**config.mk**
```make
export PLATFORM = sky130hd
export DESIGN_NAME = rf_mul_unit
export DESIGN_NICKNAME = d
export VERILOG_FILES = /design/src/rtl/rf_mul_unit.sv
export SDC_FILE = /design/constraint.sdc
export NUM_CORES = 1
export LEC_CHECK = 0
export CAP_MARGIN = 20
export CORE_AREA = 5 5 110 112
export CTS_CLUSTER_DIAMETER = 120
export DETAILED_ROUTE_END_ITERATION = 10
export DIE_AREA = 0 0 115 117
export PLACE_DENSITY = 0.8
export SLEW_MARGIN = 5
export SYNTH_ARGS = -nofsm -noshare
export SYNTH_HDL_FRONTEND = slang
export SYNTH_SLANG_ARGS = --single-unit
```
**constraint.sdc**
```tcl
create_clock -name Clock -period 5.7 [get_ports Clock]
set_clock_uncertainty 0.15 [all_clocks]
set_input_delay 0.855 -clock Clock [delete_from_list [all_inputs] [get_ports Clock]]
set_output_delay 0.855 -clock Clock [all_outputs]
set_load 0.02 [all_outputs]
```
**src/rtl/rf_mul_unit.sv**
```systemverilog
// Iterative shift-add multiplier fed by the register file read ports.
// Signed operands are reduced to magnitudes; the sign is restored at FIN.
module rf_mul_unit #(
    parameter int WIDTH = 16
) (
    input  logic             Clock,
    input  logic             Reset,
    input  logic             Start,
    input  logic             Signed,
    input  logic [WIDTH-1:0] OpA,
    input  logic [WIDTH-1:0] OpB,
    output logic             Busy,
    output logic             Done,
    output logic [WIDTH-1:0] ProdLo,
    output logic [WIDTH-1:0] ProdHi,
    output logic             Overflow
);

    localparam int CW = $clog2(WIDTH) + 1;

    typedef enum logic [1:0] {IDLE, RUN, FIN} state_t;

    state_t             state;
    logic [2*WIDTH:0]   acc;
    logic [WIDTH-1:0]   mag_a;
    logic               neg;
    logic               sgn;
    logic [CW-1:0]      cnt;

    logic               a_neg;
    logic               b_neg;
    logic [WIDTH-1:0]   mag_a_in;
    logic [WIDTH-1:0]   mag_b_in;
    logic [WIDTH:0]     addend;
    logic [WIDTH:0]     sum;
    logic [2*WIDTH-1:0] mag_p;
    logic [2*WIDTH-1:0] prod;
    logic               ovf;

    always_comb begin
        a_neg    = Signed & OpA[WIDTH-1];
        b_neg    = Signed & OpB[WIDTH-1];
        mag_a_in = a_neg ? -OpA : OpA;
        mag_b_in = b_neg ? -OpB : OpB;
        addend   = acc[0] ? {1'b0, mag_a} : '0;
        // acc[2*WIDTH] is always clear here, it only holds the carry briefly
        sum      = acc[2*WIDTH:WIDTH] + addend;
        mag_p    = acc[2*WIDTH-1:0];
        prod     = neg ? -mag_p : mag_p;
        if (sgn)
            ovf = prod[2*WIDTH-1:WIDTH] != {WIDTH{prod[WIDTH-1]}};
        else
            ovf = prod[2*WIDTH-1:WIDTH] != '0;
    end

    always_ff @(posedge Clock or negedge Reset) begin
        if (!Reset) begin
            state    <= IDLE;
            acc      <= '0;
            mag_a    <= '0;
            neg      <= 1'b0;
            sgn      <= 1'b0;
            cnt      <= '0;
            Busy     <= 1'b0;
            Done     <= 1'b0;
            ProdLo   <= '0;
            ProdHi   <= '0;
            Overflow <= 1'b0;
        end else begin
            Done <= 1'b0;
            unique case (state)
                IDLE: begin
                    if (Start) begin
                        mag_a <= mag_a_in;
                        neg   <= a_neg ^ b_neg;
                        sgn   <= Signed;
                        acc   <= {{(WIDTH+1){1'b0}}, mag_b_in};
                        cnt   <= CW'(WIDTH);
                        Busy  <= 1'b1;
                        state <= RUN;
                    end
                end
                RUN: begin
                    acc <= {1'b0, sum, acc[WIDTH-1:1]};
                    cnt <= cnt - 1'b1;
                    if (cnt == CW'(1))
                        state <= FIN;
                end
                FIN: begin
                    ProdHi   <= prod[2*WIDTH-1:WIDTH];
                    ProdLo   <= prod[WIDTH-1:0];
                    Overflow <= ovf;
                    Done     <= 1'b1;
                    Busy     <= 1'b0;
                    state    <= IDLE;
                end
                default: state <= IDLE;
            endcase
        end
    end

endmodule

```
==> flow_metrics.tcl, run 1 <==
set metrics [dict create \
    syn_avg_cell_area_um2 8.65 \
    die_h_um 117 \
    crit_required_ns 5.76 \
    multi_input_comb_area_um2 3370 \
    fillers 961 \
    crit_path_max_fanout 15 \
    synth_cell_types 61 \
    n_antenna_cell 0 \
    dieArea_um2 13500 \
    ys_seq_area_frac 0.390 \
    endpoint_kind "flip-flop" \
    clkSlewWorstSetupHoldPaths_ns 0.06 \
    insertion_delay_ns 0.34 \
    cts_hold_buf 0 \
    final_nets 790 \
    setup_viol_count_final 0 \
    antenna_found_initial 0 \
    drive_gt1_frac 0.0489 \
    cts_tree "built" \
    drc 0 \
    dieWidth_um 115 \
    slew_violations 0 \
    slowest_stage "or4_4" \
    cp-start-kind "flip-flop" \
    status "complete, no violations" \
    synth_edf_count 0 \
    syn-num-nets 740 \
    path_buf_inv 0 \
    gp_congestion 0.960 \
    yosysWarnings 0 \
    final_cell_mix "nand2_1, dfrtp_1, o21ai_0" \
    htree_levels 3 \
    num_io_pins 71 \
    p_leak_uw 0.00293 \
    cts_root_buf "clkbuf_16" \
    finalWirelength_mm 14.3 \
    synth.ff_latch_count 92 \
    synthArstFlopShare 1.00 \
    routedWlPerCell_um 16.2 \
    syn_area_um2 5900 \
    worst_pin_slew_ns 0.794 \
    crit_family "simple AND/OR/NAND/NOR gates" \
    rows 39 \
    gr-usage-all-layers 0.218 \
    peakVddDrop_v 0.000240 \
    hold_violations 0 \
    cellPowerDensity_nw_per_um2 547 \
    max-slew-margin-rel 0.468 \
    vias_per_cell 5.88 \
    grt_max_degree 63 \
    holdCritPathClass "in -> async" \
    place_worst_setup_slack_ns 2.21 \
    syn2layout_area_growth_pct 18.7 \
    period_needed_ns 3.52 \
    yosys_most_used_dff "dfrtp_1" \
    final_antenna_net_count 0 \
    postLayoutSetupSlackWorst_ns 2.18 \
    setup.worst_path.class "reg -> reg" \
    post-cts-setup-buffer-count 0 \
    path_cells "or4_4 > nand4bb_4 > o41ai_2 > xor2_1 > o311ai_1 > or4_4 > o41ai_2 > a31oi_1" \
    start_util 0.530 \
    dr.pass1.iters 6 \
    drtIter0Drc 560 \
    io_buffers 70 \
    rsz0062_at_grt "no" \
    grt_pass1_wl_mm 23.6 \
    cts_buffer_depth 2 \
    max_cap_viol_count 0 \
    coreArea_um2 11100 \
    post_cts_resized 0 \
    dp_hpwl_mm 10.7 \
    seq_area_um2 2300 \
    vias 5170 \
    max_stage_delay_ns 0.57 \
    synthCells 682 \
    layout_commonest_cell "nand2_1" \
    cts.sink_count 92 \
    cp.arrival_ns 3.58 \
    fmax_mhz 284 \
    grt-ovfl-total 0 \
    min_period_over_period 0.617 \
    cts_made_buffers 9 \
    tns_ns 0 \
    grt_pass1_vias 4898 \
]
path summary, 6_finish.rpt:
kind | from | to | slack (ns) | depth (start not counted)
worst max-delay path | acc[10]$_DFFE_PN0P_ | Overflow$_DFFE_PN0P_ | 2.18 | 8
worst max register to register | acc[10]$_DFFE_PN0P_ | Overflow$_DFFE_PN0P_ | 2.18 | 8
max in group asynchronous | Reset | ProdHi[6]$_DFFE_PN0P_ | 4.01 | 2
worst min-delay path | Reset | cnt[4]$_DFFE_PN0P_ | 0.29 | 1
min in group Clock | mag_a[6]$_DFFE_PN0P_ | mag_a[6]$_DFFE_PN0P_ | 0.32 | 2
worst min register to register | mag_a[6]$_DFFE_PN0P_ | mag_a[6]$_DFFE_PN0P_ | 0.32 | 2
synth_stat cells (3+ instances only):
cell type,instances,area share
o41ai_1,6,0.0089
and2_1,17,0.018
nor3_1,13,0.011
nor4_1,3,0.0032
ha_1,21,0.045
nor2_1,39,0.025
nor4b_1,3,0.0045
a21o_1,5,0.0064
o211ai_1,3,0.0038
nand3_1,23,0.020
xnor2_1,17,0.025
clkbuf_1,35,0.022
mux2i_1,6,0.010
o21ai_0,88,0.075
nand2b_1,6,0.0064
nand2_1,96,0.061
inv_1,21,0.013
and3_1,4,0.0042
dfrtp_1,92,0.39
nor2b_1,7,0.0074
a22oi_1,14,0.018
o41ai_2,3,0.0083
a21oi_1,21,0.018
xor2_1,48,0.071
buf_1,3,0.0019
nor3b_1,5,0.0064
or4_1,6,0.0076
o31ai_1,18,0.023
or3_1,10,0.011
a31oi_1,8,0.0085
cell families (layout without fill, tap and decap cells):
family | Yosys count | count (layout) | share of synthesized area
adders and majority gates | 22 | 22 | 0.0479
AOI/OAI and AO/OA | 189 | 189 | 0.203
buffers and inverters | 60 | 114 | 0.0394
muxes | 6 | 6 | 0.0102
and+or+nand+nor | 247 | 247 | 0.210
xor gates and xnor gates | 66 | 66 | 0.0992
DFF | 92 | 92 | 0.390
metal layers:
| layer | up-vias | share of wire | routed length, um | GRT usage |
|---|---|---|---|---|
| met5 | - | 0 | 0 | 0 |
| met2 | 163 | 0.49 | 6910 | 0.371 |
| met4 | 0 | 0.022 | 320 | 0.0845 |
| li1 | 2528 | - | - | - |
| met1 | 2453 | 0.44 | 6250 | 0.288 |
| met3 | 26 | 0.054 | 767 | 0.0242 |
flip-flops by register name, indices dropped and copies added, names as in the netlist:
register	cells
Busy	1
Done	1
Overflow	1
ProdHi	16
ProdLo	16
acc	32
cnt	5
mag_a	16
neg	1
sgn	1
state	2
power by group:
part / switching (uW) / total (uW) / internal (uW)
Combinational: 1100 / 1950 / 847
Sequential: 349 / 1290 / 940
Clock: 243 / 592 / 349
Total: 1690 / 3830 / 2130
worst reg2reg max path, cell delays in order, from the launching register on:
cell	delay, ns
dfrtp_1	0.43
or4_4	0.56
nand4bb_4	0.38
o41ai_2	0.42
xor2_1	0.30
o311ai_1	0.18
or4_4	0.57
o41ai_2	0.33
a31oi_1	0.07
stage by stage:
| step | instance area (um2) | utilization | total power, uW | cells | hold WS (ns) |
|---|---|---|---|---|---|
| after CTS | 6970 | 0.627 | 3820 | 878 | 0.294 |
| after detailed placement | 6680 | 0.601 | 3220 | 863 | 0.312 |
| after floorplan | 5900 | - | 2600 | 682 | 0.288 |
| after global placement | 6680 | 0.600 | 3130 | 863 | 0.303 |
| after global routing | 7000 | 0.629 | 4130 | 879 | 0.319 |
| final | 7000 | 0.629 | 3830 | 879 | 0.286 |
layout make-up:
type,count,share of cell area
well taps,143,0.0256
multi-input cells,530,0.481
inverters,21,0.0113
clock inverters,4,0.00715
flip-flops and latches,92,0.329
repair buffers,78,0.111
clock buffers,11,0.0347
No activity file was read; power rests on OpenSTA's default activity.
==> run 2: changes to the inputs <==
--- a/config.mk
+++ b/config.mk
@@ -6,11 +6,11 @@
 export NUM_CORES = 1
 export LEC_CHECK = 0
 export CAP_MARGIN = 20
-export CORE_AREA = 5 5 110 112
+export CORE_AREA = 5 5 114 116
 export CTS_CLUSTER_DIAMETER = 120
 export DETAILED_ROUTE_END_ITERATION = 10
-export DIE_AREA = 0 0 115 117
-export PLACE_DENSITY = 0.8
+export DIE_AREA = 0 0 119 121
+export PLACE_DENSITY = 0.78
 export SLEW_MARGIN = 5
 export SYNTH_ARGS = -nofsm -noshare
 export SYNTH_HDL_FRONTEND = slang
==> constraint.sdc (replaced) <==
create_clock -name Clock -period 3 [get_ports Clock]
set_clock_uncertainty 0.15 [all_clocks]
set_input_delay 0.45 -clock Clock [delete_from_list [all_inputs] [get_ports Clock]]
set_output_delay 0.45 -clock Clock [all_outputs]
set_load 0.02 [all_outputs]
==> run 2 against run 1 <==
Net effect:
- the flow now finishes with violations (negative setup slack)
- clock power is 86% higher
- design area is 8.3% higher
- via count is 4.7% higher
- utilization rose by 1.3 points
- critical path type unchanged
- critical endpoint unchanged
- largest cell class unchanged
- highest routed layer unchanged
==> flow_metrics.tcl, run 2 (synthesized netlist as in run 1, its figures left out) <==
set metrics [dict create \
    status "complete, but fails checks" \
    violations "negative setup slack" \
    drtIter0Drc 406 \
    final_antenna_net_count 0 \
    max_stage_delay_ns 0.56 \
    place_worst_setup_slack_ns -0.208 \
    timing.hold.ws_ns 0.327 \
    slew_violations 0 \
    grt-ovfl-total 0 \
    grt_max_degree 93 \
    max-slew-margin-rel 0.375 \
    clkSlewWorstSetupHoldPaths_ns 0.07 \
    cts.sink_count 92 \
    path_buf_inv 0 \
    cts_root_buf "clkbuf_16" \
    grtUsageMet3 0.0378 \
    regMostFlops "acc" \
    gr-usage-all-layers 0.220 \
    fmax_mhz 324 \
    endpoint_kind "flip-flop" \
    drc 0 \
    htree_levels 3 \
    start_util 0.500 \
    num_io_pins 71 \
    dieWidth_um 119 \
    max_cap_viol_count 0 \
    insertion_delay_ns 0.36 \
    grt_busiest_layer "met2" \
    use_met2 0.378 \
    grt_util_met1 0.274 \
    cts_tree "built" \
    syn2layout_area_growth_pct 28.5 \
    postLayoutSetupSlackWorst_ns -0.0869 \
    die_h_um 121 \
    largest_register_ffs 32 \
    rsz0062_at_grt "yes" \
    dp_hpwl_mm 11.5 \
    vias 5414 \
    io_buffers 70 \
    final_cell_mix "nand2_1, dfrtp_1, o21ai_0" \
    crit_required_ns 3.07 \
    cts_buffer_depth 2 \
    dieArea_um2 14400 \
    crit_family "simple AND/OR/NAND/NOR gates" \
    hold_violations 0 \
    min_period_over_period 1.03 \
    slowest_stage "or4_4" \
    grt_pass1_vias 5472 \
    power_uw 7970 \
    n_antenna_cell 0 \
    finalWirelength_mm 15.1 \
    fillers 988 \
    setup_viol_count_final 1 \
    period_needed_ns 3.09 \
    path_cells "or4_4 > or3_1 > o41ai_2 > xor2_1 > o311ai_1 > or4_4 > o41ai_2 > a31oi_1" \
    cp-start-kind "flip-flop" \
    antenna_found_initial 0 \
    peakVddDrop_v 0.000597 \
    grt_pass1_wl_mm 25.9 \
    p_leak_uw 0.00325 \
    layout_commonest_cell "nand2_1" \
    gp_congestion 0.929 \
    setup.worst_path.class "reg -> reg" \
    final_nets 855 \
    routedWlPerCell_um 15.9 \
    dr.pass1.iters 5 \
    cellPowerDensity_nw_per_um2 1050 \
    drive_gt1_frac 0.146 \
    holdCritPathClass "reg -> reg" \
    worst_pin_slew_ns 0.938 \
    cts_made_buffers 9 \
    cp.arrival_ns 3.16 \
    rows 40 \
    crit_path_max_fanout 4 \
    coreArea_um2 11800 \
    vias_per_cell 5.70 \
]
-- run 2: cell count changes in the layout (fill, tap and decap cells not counted), sizes merged --
cell	previous run	this run
bufinv	1	0
dlygate4sd3	0	1
inv	21	23
clkinvlp	2	3
buf	9	73
clkbuf	11	10
-- run 2: worst register-to-register path, cell delays in order, from the launching register on --
cell and delay, ns:
dfrtp_1 0.38, or4_4 0.56, or3_1 0.37, o41ai_2 0.34
xor2_1 0.23, o311ai_1 0.14, or4_4 0.51, o41ai_2 0.20
a31oi_1 0.09
-- run 2: layout make-up --
class / count / area (um2) / share of cell area
repair buffers: 143 / 1260 / 0.166
well taps: 147 / 184 / 0.0243
inverters: 21 / 78.8 / 0.0104
clock buffers: 10 / 239 / 0.0315
clock inverters: 6 / 45.0 / 0.00594
flip-flops and latches: 92 / 2300 / 0.304
multi-input cells: 530 / 3470 / 0.458
-- run 2: final timing paths --
check,startpoint,end,slack [ns],cells past startpoint
worst min-delay path,ProdHi[14]$_DFFE_PN0P_,ProdHi[14]$_DFFE_PN0P_,0.33,2
worst max-delay path,acc[27]$_DFFE_PN0P_,Overflow$_DFFE_PN0P_,-0.09,8
worst min register to register,ProdHi[14]$_DFFE_PN0P_,ProdHi[14]$_DFFE_PN0P_,0.33,2
min in group asynchronous,Reset,Done$_DFF_PN0_,0.53,3
worst max register to register,acc[27]$_DFFE_PN0P_,Overflow$_DFFE_PN0P_,-0.09,8
max in group asynchronous,Reset,mag_a[11]$_DFFE_PN0P_,1.82,3
-- run 2: through the flow --
step,setup TNS [ns],utilization,std cells,cell area (um2)
final,-0.0869,0.642,949,7580
after global routing,-0.216,0.642,949,7580
after CTS,-0.0479,0.636,948,7520
after detailed placement,-0.217,0.607,928,7170
after global placement,-0.0591,0.607,928,7170
after floorplan,-0.0294,-,682,5920
-- run 2: per-layer routing --
layer	wire length (um)	share of wire
met5	0	0
met4	340	0.022
met3	742	0.049
met2	7480	0.49
met1	6570	0.43
-- run 2: repair_timing --
item / CTS / global route
buffers inserted: 3 / 1
hold buffers: 1 / 0
hold endpoints to repair: 10 / 0
resized for setup: 5 / 13
pin swaps: 4 / 3
setup endpoints to repair: 1 / 10
-- run 2: power by group --
group | internal, uW | leakage, uW | switching [uW]
clock | 589 | 0.000132 | 513
combinational | 2130 | 0.00196 | 2550
sequential | 1790 | 0.00116 | 412
total | 4500 | 0.00325 | 3470
==> run 3: changes to the inputs <==
--- a/config.mk
+++ b/config.mk
@@ -10,6 +10,7 @@
 export CTS_CLUSTER_DIAMETER = 120
 export DETAILED_ROUTE_END_ITERATION = 10
 export DIE_AREA = 0 0 119 121
+export MAX_ROUTING_LAYER = met4
 export PLACE_DENSITY = 0.78
 export SLEW_MARGIN = 5
 export SYNTH_ARGS = -nofsm -noshare
==> run 3 against run 2 <==
Net effect:
- the run ends with negative hold slack, negative setup slack left
- flip-flop and latch count stayed put
- via count down 0.65%
- die area stayed put
- register-to-register slack better by 0.05 ns
- sequential share of layout area is 0.15 points higher
- count of clock-buffer cells in the layout grew 1
- largest power group unchanged
- critical path depth is the same
- utilization fell by 0.28 points
- critical endpoint unchanged
- routed wire length fell by 1.8%
==> flow_metrics.tcl, run 3 (synthesized netlist as in run 1, its figures left out) <==
set metrics [dict create \
    postPlaceCellArea_um2 7170 \
    period_needed_ns 3.03 \
    largest_register_ffs 32 \
    htree_levels 3 \
    start_util 0.500 \
    cts.sink_count 92 \
    crit_path_frequent_cell "or4_4" \
    final_cell_mix "nand2_1, dfrtp_1, o21ai_0" \
    holdCritPathClass "in -> async" \
    cts_tree "built" \
    cts_hold_buf 0 \
    cts_buffer_depth 2 \
    grt_pass1_vias 5280 \
    routedWlPerCell_um 15.7 \
    dieArea_um2 14400 \
    io_buffers 70 \
    grt_max_degree 93 \
    rsz0062_at_grt "yes" \
    insertion_delay_ns 0.35 \
    violations "negative hold slack, negative setup slack" \
    slowest_stage "or4_4" \
    tns_ns -0.0348 \
    crit_path_max_fanout 3 \
    fmax_mhz 330 \
    power_uw 7920 \
    antenna_found_initial 0 \
    postLayoutSetupSlackWorst_ns -0.0348 \
    drtIter0Drc 452 \
    p_leak_uw 0.00324 \
    status "complete, but fails checks" \
    dieWidth_um 119 \
    timing.hold.ws_ns -0.0198 \
    dp_hpwl_mm 11.4 \
    rr_endpoint "Overflow$_DFFE_PN0P_" \
    coreArea_um2 11800 \
    worst_pin_slew_ns 0.828 \
    fin_cells 948 \
    dr.pass1.iters 5 \
    crit_required_ns 3.08 \
    die_h_um 121 \
    vias_per_cell 5.67 \
    final_nets 855 \
    vias 5379 \
    fin_area_um2 7550 \
    grt-ovfl-total 0 \
    cts_root_buf "clkbuf_16" \
    cellPowerDensity_nw_per_um2 1050 \
    hold_violations 17 \
    finalWirelength_mm 14.9 \
    num_io_pins 71 \
    cp-start-kind "flip-flop" \
    dp.cells 928 \
    drive_gt1_frac 0.144 \
    fillers 1031 \
    drc 0 \
    layout_commonest_cell "nand2_1" \
    max_stage_delay_ns 0.54 \
    endpoint_kind "flip-flop" \
    final_antenna_net_count 0 \
    gp_congestion 0.954 \
    rows 40 \
    peakVddDrop_v 0.000501 \
    max_cap_viol_count 0 \
    min_period_over_period 1.01 \
    ff2ff_setup_slack_ns -0.03 \
    path_cells "or4_4 > or3_4 > o41ai_4 > xor2_1 > o311ai_1 > or4_4 > o41ai_2 > a31oi_1" \
    fin_util 0.639 \
    regMostFlops "acc" \
    n_antenna_cell 0 \
    reg2reg_depth 8 \
    r2r-start "acc[25]$_DFFE_PN0P_" \
    setup.worst_path.class "reg -> reg" \
    grt_pass1_wl_mm 25.4 \
    clkSlewWorstSetupHoldPaths_ns 0.06 \
    setup_viol_count_final 1 \
    cts_made_buffers 9 \
    gr-usage-all-layers 0.220 \
    slew_violations 0 \
    cp.arrival_ns 3.11 \
    max-slew-margin-rel 0.448 \
    syn2layout_area_growth_pct 28.0 \
]
==> run 3: cell count changes in the layout (fill, tap and decap cells not counted), sizes merged <==
cell         before  now
inv              23   21
buf              73   74
clkbuf           10   11
dlygate4sd3       1    0
==> run 3: worst max-delay path, delay by kind of cell (launching register included) <==
kind                      cells  cell delay [ns]
and+or+nand+nor               3             1.41
AOI/OAI and AO/OA             4             0.75
DFF                           1             0.38
xor gates and xnor gates      1             0.22
==> run 3: routing by layer <==
| layer | GRT usage | part of all wire | vias up |
|---|---|---|---|
| met2 | 0.359 | 0.48 | 161 |
| met3 | 0.0494 | 0.054 | 26 |
| met5 | - | 0 | - |
| met4 | 0.0630 | 0.020 | 0 |
| met1 | 0.276 | 0.44 | 2550 |
| li1 | - | - | 2642 |
==> run 3: timing repair <==
action	4_1_cts	5_1_grt
setup endpoints to repair	1	10
setup buffers	4	1
gates cloned	0	0
hold endpoints to repair	0	0
resized for setup	2	18
pin swaps	7	6
==> run 3: stage by stage <==
stage                     setup WS (ns)  hold slack, ns
after floorplan                 -0.0294         0.00441
after global placement          -0.0360           0.306
after detailed placement         -0.141           0.309
after CTS                       -0.0262         0.00338
after global routing             -0.153          0.0359
final                           -0.0348         -0.0198
==> run 3: layout make-up <==
cell class / count / area [um2] / share of cell area
timing repair buffer: 143 / 1260 / 0.167
clock buffer: 11 / 233 / 0.0308
tap: 147 / 184 / 0.0244
sequential: 92 / 2300 / 0.305
inverter: 21 / 78.8 / 0.0104
multi-input combinational: 530 / 3460 / 0.458
clock inverter: 4 / 27.5 / 0.00365
==> run 3: report_power, final <==
group          switching, uW  internal [uW]  leakage [uW]
Combinational           2560           2150       0.00196
Clock                    464            555      0.000118
Sequential               400           1790       0.00116
==> run 3: worst max-delay path by stage <==
stage / startpoint / to / slack, ns
2_1_floorplan: acc[27]$_DFFE_PN0P_ / Overflow$_DFFE_PN0P_ / -0.03
3_3_place_gp: acc[11]$_DFFE_PN0P_ / Overflow$_DFFE_PN0P_ / -0.04
3_5_place_dp: acc[11]$_DFFE_PN0P_ / Overflow$_DFFE_PN0P_ / -0.14
4_1_cts: acc[11]$_DFFE_PN0P_ / Overflow$_DFFE_PN0P_ / -0.03
5_1_grt: acc[10]$_DFFE_PN0P_ / Overflow$_DFFE_PN0P_ / -0.15
6_report: acc[25]$_DFFE_PN0P_ / Overflow$_DFFE_PN0P_ / -0.03
